==> config.mk <==
export PLATFORM = sky130hd
export DESIGN_NAME = mvm_uart_seq
export DESIGN_NICKNAME = d
export VERILOG_FILES = /design/src/rtl/mvm_uart_seq.sv
export SDC_FILE = /design/constraint.sdc
export NUM_CORES = 1
export LEC_CHECK = 0
export ABC_AREA = 1
export BUFFER_PORTS_ARGS = -buffer_cell sky130_fd_sc_hd__buf_2
export CAP_MARGIN = 10
export CORE_ASPECT_RATIO = 0.9
export CORE_UTILIZATION = 25
export CTS_CLUSTER_SIZE = 30
export DETAILED_ROUTE_END_ITERATION = 10
export SLEW_MARGIN = 5
export SYNTH_ARGS = -nofsm -noshare
export SYNTH_HDL_FRONTEND = slang
export SYNTH_SLANG_ARGS = --single-unit
==> constraint.sdc <==
create_clock -name clk -period 3.67 [get_ports clk]
set_input_delay 0.5505 -clock clk [delete_from_list [all_inputs] [get_ports clk]]
set_output_delay 0.5505 -clock clk [all_outputs]
set_load 0.05 [all_outputs]
==> src/rtl/mvm_uart_seq.sv <==
`default_nettype none
// ============================================================================
// Module   : mvm_uart_seq
// Brief    : Frame sequencer between the UART byte streams and the MVM engine.
//            Collects K then X bytes (little-endian), pulses mvm_start, waits
//            for mvm_done, then streams the captured Y out byte by byte.
//            Optional inter-byte idle timeout: define MVM_UART_SEQ_TIMEOUT_EN.
// Revision : 1.0 - initial release
// ============================================================================
module mvm_uart_seq #(
    parameter int R             = 4,
    parameter int C             = 4,
    parameter int W_X           = 4,
    parameter int W_K           = 2,
    parameter int W_Y_OUT       = 10,
    parameter int BITS_PER_WORD = 8,
    parameter int TIMEOUT_CLKS  = 4096
) (
    input  logic                       clk,
    input  logic                       rst,
    input  logic [BITS_PER_WORD-1:0]   rx_data,
    input  logic                       rx_valid,
    output logic [R*C*W_K-1:0]         k_flat,
    output logic [C*W_X-1:0]           x_flat,
    output logic                       mvm_start,
    input  logic                       mvm_done,
    input  logic [R*W_Y_OUT-1:0]       y_flat,
    output logic [BITS_PER_WORD-1:0]   tx_data,
    output logic                       tx_valid,
    input  logic                       tx_ready,
    output logic                       busy,
    output logic                       err_overrun
);

    localparam int c_k_bits  = R * C * W_K;
    localparam int c_x_bits  = C * W_X;
    localparam int c_y_bits  = R * W_Y_OUT;
    localparam int c_nk      = (c_k_bits + BITS_PER_WORD - 1) / BITS_PER_WORD;
    localparam int c_nx      = (c_x_bits + BITS_PER_WORD - 1) / BITS_PER_WORD;
    localparam int c_ny      = (c_y_bits + BITS_PER_WORD - 1) / BITS_PER_WORD;
    localparam int c_k_pad_w = c_nk * BITS_PER_WORD;
    localparam int c_x_pad_w = c_nx * BITS_PER_WORD;
    localparam int c_y_pad_w = c_ny * BITS_PER_WORD;
    localparam int c_nmax    = (c_nk > c_nx) ? ((c_nk > c_ny) ? c_nk : c_ny)
                                             : ((c_nx > c_ny) ? c_nx : c_ny);
    localparam int c_cnt_w   = (c_nmax > 1) ? $clog2(c_nmax) : 1;

    localparam logic [c_cnt_w-1:0] c_cnt_one = c_cnt_w'(1);
    localparam logic [c_cnt_w-1:0] c_nk_last = c_cnt_w'(c_nk - 1);
    localparam logic [c_cnt_w-1:0] c_nx_last = c_cnt_w'(c_nx - 1);
    localparam logic [c_cnt_w-1:0] c_ny_last = c_cnt_w'(c_ny - 1);

    typedef enum logic [2:0] {
        S_RX_K  = 3'd0,
        S_RX_X  = 3'd1,
        S_START = 3'd2,
        S_WAIT  = 3'd3,
        S_TX    = 3'd4
    } state_t;

    state_t                   r_state;
    logic [c_cnt_w-1:0]       r_cnt;
    logic [c_k_pad_w-1:0]     r_k_pad;
    logic [c_x_pad_w-1:0]     r_x_pad;
    logic [c_y_pad_w-1:0]     r_y_pad;
    logic                     r_start;
    logic                     r_tx_valid;
    logic                     r_overrun;
    logic                     w_timeout;
    logic [BITS_PER_WORD-1:0] w_tx_byte;

`ifdef MVM_UART_SEQ_TIMEOUT_EN
    logic [15:0] r_idle;
    logic        w_idle_run;

    // RX_X always holds a partial frame, even right after its counter reset
    assign w_idle_run = (r_state == S_RX_X) || ((r_state == S_RX_K) && (r_cnt != '0));
    assign w_timeout  = w_idle_run && !rx_valid && (r_idle == 16'(TIMEOUT_CLKS - 1));

    always_ff @(posedge clk) begin
        if (rst || !w_idle_run || rx_valid || w_timeout) begin
            r_idle <= '0;
        end else begin
            r_idle <= r_idle + 16'd1;
        end
    end
`else
    // Timeout length is irrelevant without the idle counter
    assign w_timeout = (TIMEOUT_CLKS < 0);
`endif

    always_comb begin
        w_tx_byte = '0;
        for (int i = 0; i < c_ny; i++) begin
            if (r_tx_valid && (r_cnt == c_cnt_w'(i))) begin
                w_tx_byte = r_y_pad[i*BITS_PER_WORD +: BITS_PER_WORD];
            end
        end
    end

    always_ff @(posedge clk) begin
        if (rst) begin
            r_state    <= S_RX_K;
            r_cnt      <= '0;
            r_k_pad    <= '0;
            r_x_pad    <= '0;
            r_y_pad    <= '0;
            r_start    <= 1'b0;
            r_tx_valid <= 1'b0;
            r_overrun  <= 1'b0;
        end else begin
            r_start <= 1'b0;
            case (r_state)
                S_RX_K: begin
                    if (rx_valid) begin
                        for (int i = 0; i < c_nk; i++) begin
                            if (r_cnt == c_cnt_w'(i)) begin
                                r_k_pad[i*BITS_PER_WORD +: BITS_PER_WORD] <= rx_data;
                            end
                        end
                        if (r_cnt == c_nk_last) begin
                            r_cnt   <= '0;
                            r_state <= S_RX_X;
                        end else begin
                            r_cnt <= r_cnt + c_cnt_one;
                        end
                    end else if (w_timeout) begin
                        r_cnt <= '0;
                    end
                end
                S_RX_X: begin
                    if (rx_valid) begin
                        for (int i = 0; i < c_nx; i++) begin
                            if (r_cnt == c_cnt_w'(i)) begin
                                r_x_pad[i*BITS_PER_WORD +: BITS_PER_WORD] <= rx_data;
                            end
                        end
                        if (r_cnt == c_nx_last) begin
                            r_cnt   <= '0;
                            r_start <= 1'b1;
                            r_state <= S_START;
                        end else begin
                            r_cnt <= r_cnt + c_cnt_one;
                        end
                    end else if (w_timeout) begin
                        r_cnt   <= '0;
                        r_state <= S_RX_K;
                    end
                end
                S_START: begin
                    r_state <= S_WAIT;
                end
                S_WAIT: begin
                    if (mvm_done) begin
                        r_y_pad    <= c_y_pad_w'(y_flat);
                        r_cnt      <= '0;
                        r_tx_valid <= 1'b1;
                        r_state    <= S_TX;
                    end
                end
                S_TX: begin
                    if (tx_ready) begin
                        if (r_cnt == c_ny_last) begin
                            r_cnt      <= '0;
                            r_tx_valid <= 1'b0;
                            r_state    <= S_RX_K;
                        end else begin
                            r_cnt <= r_cnt + c_cnt_one;
                        end
                    end
                end
                default: begin
                    r_cnt      <= '0;
                    r_tx_valid <= 1'b0;
                    r_state    <= S_RX_K;
                end
            endcase

            // Bytes arriving while the engine owns the frame are dropped
            if (rx_valid && ((r_state == S_START) || (r_state == S_WAIT) || (r_state == S_TX))) begin
                r_overrun <= 1'b1;
            end
        end
    end

    assign k_flat      = r_k_pad[c_k_bits-1:0];
    assign x_flat      = r_x_pad[c_x_bits-1:0];
    assign mvm_start   = r_start;
    assign tx_data     = w_tx_byte;
    assign tx_valid    = r_tx_valid;
    assign busy        = !((r_state == S_RX_K) && (r_cnt == '0));
    assign err_overrun = r_overrun;

endmodule
`default_nettype wire

==> metrics, run 1 <==
status finished clean; CTS tree built; Yosys reg bits 97; Routed Antenna Nets 0; global routing usage on met1 18.83%; Die Area 17150 sq um; CP Launch Type flop; Design Area, Final ~5200 sq um; dpl cell area 4888 sq um; CTS resizes 0; total power 3.304 mW; multiplexer area fraction after synthesis 0%; largest net degree at the start of global routing 52; clock root buffer clkbuf_16; Tcrit/Tclk final between 70% and 80%; CORE AREA approximately 16000 sq um; CTS max path bufs 2; post-route insts no fill 887; setup_tns 0 ps; Post-Syn Area 4158 sq um; initial antenna violation count 1; gr busiest metal met2; ANT cells 0; via count around 4.0k; Num CTS Buffers 9; RSZ-0062 raised after global routing no; Hold Buf Count CTS 0; maximum vdd drop roughly 460 uV; number of setup buffers added after CTS 0; CP max FO 9; R2R cell count 6; 1st-iter DRT viols 165; post-synthesis compound-gate area fraction 18.42%; skew final 12.32 ps; DRC violations left 0; Peak Freq 343.5 MHz; Slew Limit Headroom between 40 and 50%; Ys Warns 0; CTS clk-pin slew, worst paths 70 ps; die height 124.3 um; type of the tightest min-delay check flop to flop; post-route minimum period 2911 ps; WP data required 3120 ps; syn avg cell area 7.231 sq um; Detail Placement HPWL 8.775 mm; MaxCap Viol Count 0; Synth Net Count approximately 630; Worst Setup End Kind output port; Final GP Congestion 0.8409; Final Slew Violations 0; first-pass iteration count of the detailed router 4; width of the die around 140 um; count of cell types in the netlist 22; Sink Count 97; met2 Usage GRT 21.32%; Via-to-Cell Ratio approximately 4.5; Min Hold Slack 442.7 ps; Rows 44; Simple-Gate Fraction of Synth Area 24.16%; PortBufs around 110; grt total ovfl 0; CTS H-Tree Depth 3; Final Setup Violations 0; Inst Count DP approximately 870; GRT Util Overall 14.30%; layout cell share with drive strength beyond 1 22.35%; xor and xnor area share after synthesis 0%; first-pass GRT wire length 19.07 mm; IO Pins 113; crit path kind flop to output port; Mapped Cells 575; sequential fraction of the synthesis area a little under half; worst hold stages 2; Area growth syn-to-layout 24.68%; Post-Route WL 11.99 mm; crit path DAT 2360 ps; vias in the first global route around 3.7k; worst skew pair latency 340 ps; final-report hold violation count 0; pwr dens 637.5 nW/um^2; Final nets 735; Worst-Margin Slew 809.7 ps; met3 Use GR 5.820%; starting density of the core roughly 26%; adder-cell area share of the yosys netlist 1.806%; Static Leak 2.286 nW; largest family of logic cells by synthesized area simple AND/OR/NAND/NOR gates; WL/cell 13.51 um
[synth_stat cells]
cell | instances | area (sq um)
ha_1 | 6 | 75.07
inv_1 | 60 | 225.2
clkbuf_1 | 16 | 60.06
nor2_4 | 4 | 45.04
nand3_2 | 2 | 20.02
nand2_2 | 3 | 18.77
nand4_2 | 1 | 12.51
buf_6 | 1 | 11.26
nor2_2 | 1 | 6.260
nand4_1 | 4 | 25.02
or2_2 | 1 | 6.260
nor3_4 | 1 | 16.27
buf_4 | 1 | 7.510
o21ai_0 | 75 | 375.4
nor2_1 | 88 | 330.3
a21oi_1 | 78 | 390.4
dfxtp_1 | 97 | 1942
nand3_1 | 51 | 255.2
nand2_1 | 69 | 259.0
inv_2 | 7 | 26.28
nor3_2 | 1 | 10.01
buf_2 | 8 | 40.04
[through the flow]
stage | utilization, % | setup slack, ps
4_1_cts | 32.03 | 762.0
3_3_place_gp | 30.20 | 1192
3_5_place_dp | 30.20 | 1135
6_report | 32.03 | 758.6
5_1_grt | 32.03 | 549.2
2_1_floorplan | - | 869.5
[power breakdown]
group	leakage [nW]	total [mW]	switching, mW	internal (mW)
Clock	0.144	0.932	0.390	0.542
Sequential	0.785	1.25	0.0827	1.17
Combinational	1.36	1.12	0.848	0.270
Total	2.29	3.30	1.32	1.98
[placed cells by master, fill, tap and decap left out]
| cell type | instances |
|---|---|
| a21oi_1 | 78 |
| buf_2 | 112 |
| buf_4 | 4 |
| bufinv_16 | 1 |
| clkbuf_16 | 9 |
| clkbuf_8 | 1 |
| clkinv_2 | 2 |
| clkinv_4 | 1 |
| clkinvlp_4 | 1 |
| dfxtp_1 | 97 |
| ha_1 | 6 |
| inv_1 | 60 |
| inv_2 | 7 |
| nand2_1 | 69 |
| nand2_2 | 3 |
| nand3_1 | 51 |
| nand3_2 | 2 |
| nand4_1 | 4 |
| nand4_2 | 1 |
| nor2_1 | 88 |
| nor2_2 | 1 |
| nor2_4 | 4 |
| nor3_2 | 1 |
| nor3_4 | 1 |
| o21ai_0 | 75 |
| or2_2 | 1 |
[worst paths after layout]
path | startpoint | endpoint | slack [ps]
min reg2reg | k_flat[23] | k_flat[23] | 440
max reg2reg | r_state[0] | r_y_pad[20] | 1560
max | r_cnt[0] | tx_data[2] | 760
min | k_flat[23] | k_flat[23] | 440
[per-layer routing]
layer / up-vias / routed length, um / part of all wire [%]
met5: - / 13 / 0.11
met4: 2 / 52 / 0.43
met3: 4 / 1045 / 8.7
met2: 114 / 5113 / 43
met1: 1769 / 5761 / 48
li1: 2075 / - / -
[critical path, cell delays in order, from the launching register on]
cell and delay (ps):
dfxtp_1 340, inv_1 150, ha_1 230, inv_1 60
nor3_2 420, inv_2 160, nand3_1 130, nand2_1 60
a21oi_1 170, buf_2 300
[layout make-up]
type / count / area [sq um]
clock buffers: 10 / 239.0
well taps: 207 / 259.0
repair buffers: 116 / 590.6
clock inverters: 5 / 56.30
inverters: 67 / 251.5
fillers: 1768 / 11000
flip-flops and latches: 97 / 1942
multi-input cells: 385 / 1846
[registers in the layout (all words and copies together) (netlist names)]
| register | flops |
|---|---|
| tx_valid | 1 |
| r_y_pad | 40 |
| r_cnt | 3 |
| r_state | 3 |
| k_flat | 32 |
| err_overrun | 1 |
| x_flat | 16 |
| mvm_start | 1 |
[cell families after synthesis]
kind of cell             after synthesis
AND/OR/NAND/NOR                      226
AO/OA/AOI/OAI                        153
flip-flops                            97
buffers and inverters                 93
adder cells (fa/ha/maj)                6
(Power assumes the default switching activity.)
==> inputs of run 2 (changes only) <==
--- a/config.mk
+++ b/config.mk
@@ -5,7 +5,7 @@
 export SDC_FILE = /design/constraint.sdc
 export NUM_CORES = 1
 export LEC_CHECK = 0
-export ABC_AREA = 1
+export ABC_AREA = 0
 export BUFFER_PORTS_ARGS = -buffer_cell sky130_fd_sc_hd__buf_2
 export CAP_MARGIN = 10
 export CORE_ASPECT_RATIO = 0.9
==> constraint.sdc (replaced) <==
create_clock -name clk -period 2.8 [get_ports clk]
set_input_delay 0.42 -clock clk [delete_from_list [all_inputs] [get_ports clk]]
set_output_delay 0.42 -clock clk [all_outputs]
set_load 0.05 [all_outputs]
==> run 2 against run 1 <==
Global-route usage decreased by 0.94 points. Combinational power fell by 69%. Critical path depth down 2. Register-to-register slack lost 710 ps. Setup slack worse by 600 ps. Final area is 0.48% lower. Utilization fell by 0.15 points. Count of clock-buffer cells in the layout shrank 1. Synthesized cell count down 16%. Flip-flop and latch count stayed put. Clock power increased by 24%. Critical path type unchanged. Largest cell class is now multi-input combinational cells.
==> metrics, run 2 <==
GRT Util Overall 13.36% (-0.94 points); Post-synth top flop dfxtp_1; Reg with most FFs r_y_pad; die height 124.1 um (-0.18%); Post-synth EDFFs 0 (unchanged); vias in the first global route 3243 (-12%); WP data required 2380 ps (-740 ps); syn avg cell area 8.559 sq um (+18%); Sink Count 97 (unchanged); PortBufs 112 (unchanged); IO Pins 113 (unchanged); Final nets 638 (-13%); first-pass iteration count of the detailed router 4 (unchanged); Die Area 17090 sq um (-0.35%); Worst path max stage delay 430 ps (about the same); final-report hold violation count 0 (unchanged); Worst Setup End Kind output port; Slew Limit Headroom 50.65% (+4.8 points); Num CTS Buffers 9 (unchanged); Peak Freq ~380 MHz; most common cell in the netlist nand2_1; Final Setup Violations 0 (unchanged); CTS resizes 5 (+5); Final Slew Violations 0 (unchanged); post-route minimum period 2639 ps; largest cells by area after synthesis dfxtp_1, mux2i_1, nand2_1; sequential fraction of the synthesis area 46.87% (+0.17 points); CTS H-Tree Depth 3 (unchanged); CP max stage cell or3b_4; CORE AREA 16190 sq um (unchanged); first-pass GRT wire length 17.31 mm (-9.2%); Synth Net Count 543 (-14%); grt total ovfl 0 (unchanged); Final GP Congestion 0.7925 (-5.8%); maximum vdd drop 409.4 uV (-10%); Mapped Cells 484 (-16%); worst skew pair latency 350 ps (about the same); starting density of the core 25.60% (-0.093 points); Static Leak 2.380 nW (+4.1%); Final Util 31.87% (-0.15 points); CTS max path bufs 2 (unchanged); Hold Buf Count CTS 0 (unchanged); skew final 8.748 ps (-3.571 ps); CTS tree built; CP max FO 8 (-1); setup_tns 0 ps (unchanged); Tcrit/Tclk final between 90 and 100%; width of the die 137.7 um (-0.18%); Area growth syn-to-layout 24.52%; dpl cell area 4846 sq um (-0.87%); Ys Warns 0 (unchanged); commonest non-fill, non-tap cells in the layout buf_2, nand2_1, dfxtp_1, a21oi_1, nor2_1; Post-Route WL 11.18 mm (-6.7%); max reg flops 40 (unchanged); Detail Placement HPWL 8.001 mm (-8.8%); Post-synth top cells nand2_1, dfxtp_1, a21oi_1; commonest non-fill, non-tap cell in the layout buf_2; via count 3504 (-12%); total power 2.922 mW (-12%); most frequent CP cell ha_1; initial antenna violation count 1 (unchanged); RSZ-0062 raised after global routing no; Design Area, Final 5159 sq um (-0.48%); count of cell types in the netlist 42 (+91%); CP Launch Type flop; CTS clk-pin slew, worst paths 70 ps (about the same); WL/cell 14.12 um (+4.5%); Synth top area share 46.87% (+0.17 points); type of the tightest min-delay check primary input to flop; largest net degree at the start of global routing 52 (unchanged); Via-to-Cell Ratio 4.424 (-1.0%); Yosys reg bits 97 (unchanged); Synth async-reset ratio 0% (unchanged); MaxCap Viol Count 0 (unchanged); worst path bufs/invs 1 (-3); status finished clean; Post-Syn Area 4143 sq um (-0.36%); 1st-iter DRT viols 126 (-24%); crit path DAT 2220 ps (-140 ps); Routed Antenna Nets 0 (unchanged); critical path's top delay family compound AO/OA/AOI/OAI gates; Rows 44 (unchanged); Worst-Margin Slew 739.3 ps (-70.44 ps); layout cell share with drive strength beyond 1 26.37% (+4.0 points); CP Cell Sequence ha_1 -> ha_1 -> or3b_4 -> a21oi_1 -> a22oi_1 -> o21ai_1 -> buf_6; DRC violations left 0 (unchanged); number of setup buffers added after CTS 0 (unchanged); clock root buffer clkbuf_16; Synth area leader dfxtp_1; pwr dens 566.5 nW/um^2 (-11%); crit path kind flop to output port
[run 2: path summary, 6_finish.rpt]
check | from | endpoint | slack (ps) | depth (start not counted)
hold / removal | y_flat[7] | r_y_pad[7] | 310 | 3
setup / recovery | r_cnt[0] | tx_data[6] | 160 | 7
setup reg to reg | r_cnt[0] | k_flat[16] | 850 | 5
hold reg to reg | r_y_pad[22] | r_y_pad[22] | 450 | 2
[run 2: layout make-up]
cell class	count	area, sq um
clock inverters	7	53.80
flip-flops and latches	97	1942
fillers	1753	11030
inverters	12	45.04
repair buffers	119	639.4
clock buffers	9	225.2
well taps	207	259.0
multi-input cells	340	1992
diodes	1	2.502
[run 2: metrics by stage]
| stage | std cells | setup slack (ps) | hold WS, ps |
|---|---|---|---|
| 2_1_floorplan | 484 | 30.00 | 436.0 |
| 3_3_place_gp | 775 | 358.8 | 444.2 |
| 3_5_place_dp | 775 | 323.5 | 448.5 |
| 4_1_cts | 791 | 22.48 | 289.1 |
| 5_1_grt | 791 | 28.77 | 302.6 |
| 6_report | 792 | 160.8 | 309.3 |
[run 2: power breakdown]
group          switching, mW  internal, mW
clock network          0.546         0.611
logic                  0.233         0.109
registers             0.0175          1.40
total                  0.797          2.13
[run 2: worst min-delay path: cells and delay by family]
family / cells / cell delay [ps]
buffers and inverters: 1 / 90
AO/OA/AOI/OAI: 1 / 50
AND/OR/NAND/NOR: 1 / 40
[run 2: routing by layer]
layer	vias up	track usage, %	routed length [um]
met5	-	0	0
met3	7	4.965	713
met4	0	3.804	95
met2	77	20.67	5078
met1	1612	17.29	5297
li1	1808	-	-
[run 2: logic make-up after synthesis]
| kind of cell | after synthesis | share of synthesized area (%) |
|---|---|---|
| flip-flops | 97 | 46.87 |
| adder cells (fa/ha/maj) | 6 | 1.812 |
| AO/OA/AOI/OAI | 99 | 14.07 |
| buffers and inverters | 47 | 5.225 |
| AND/OR/NAND/NOR | 185 | 19.90 |
| multiplexers | 50 | 12.11 |
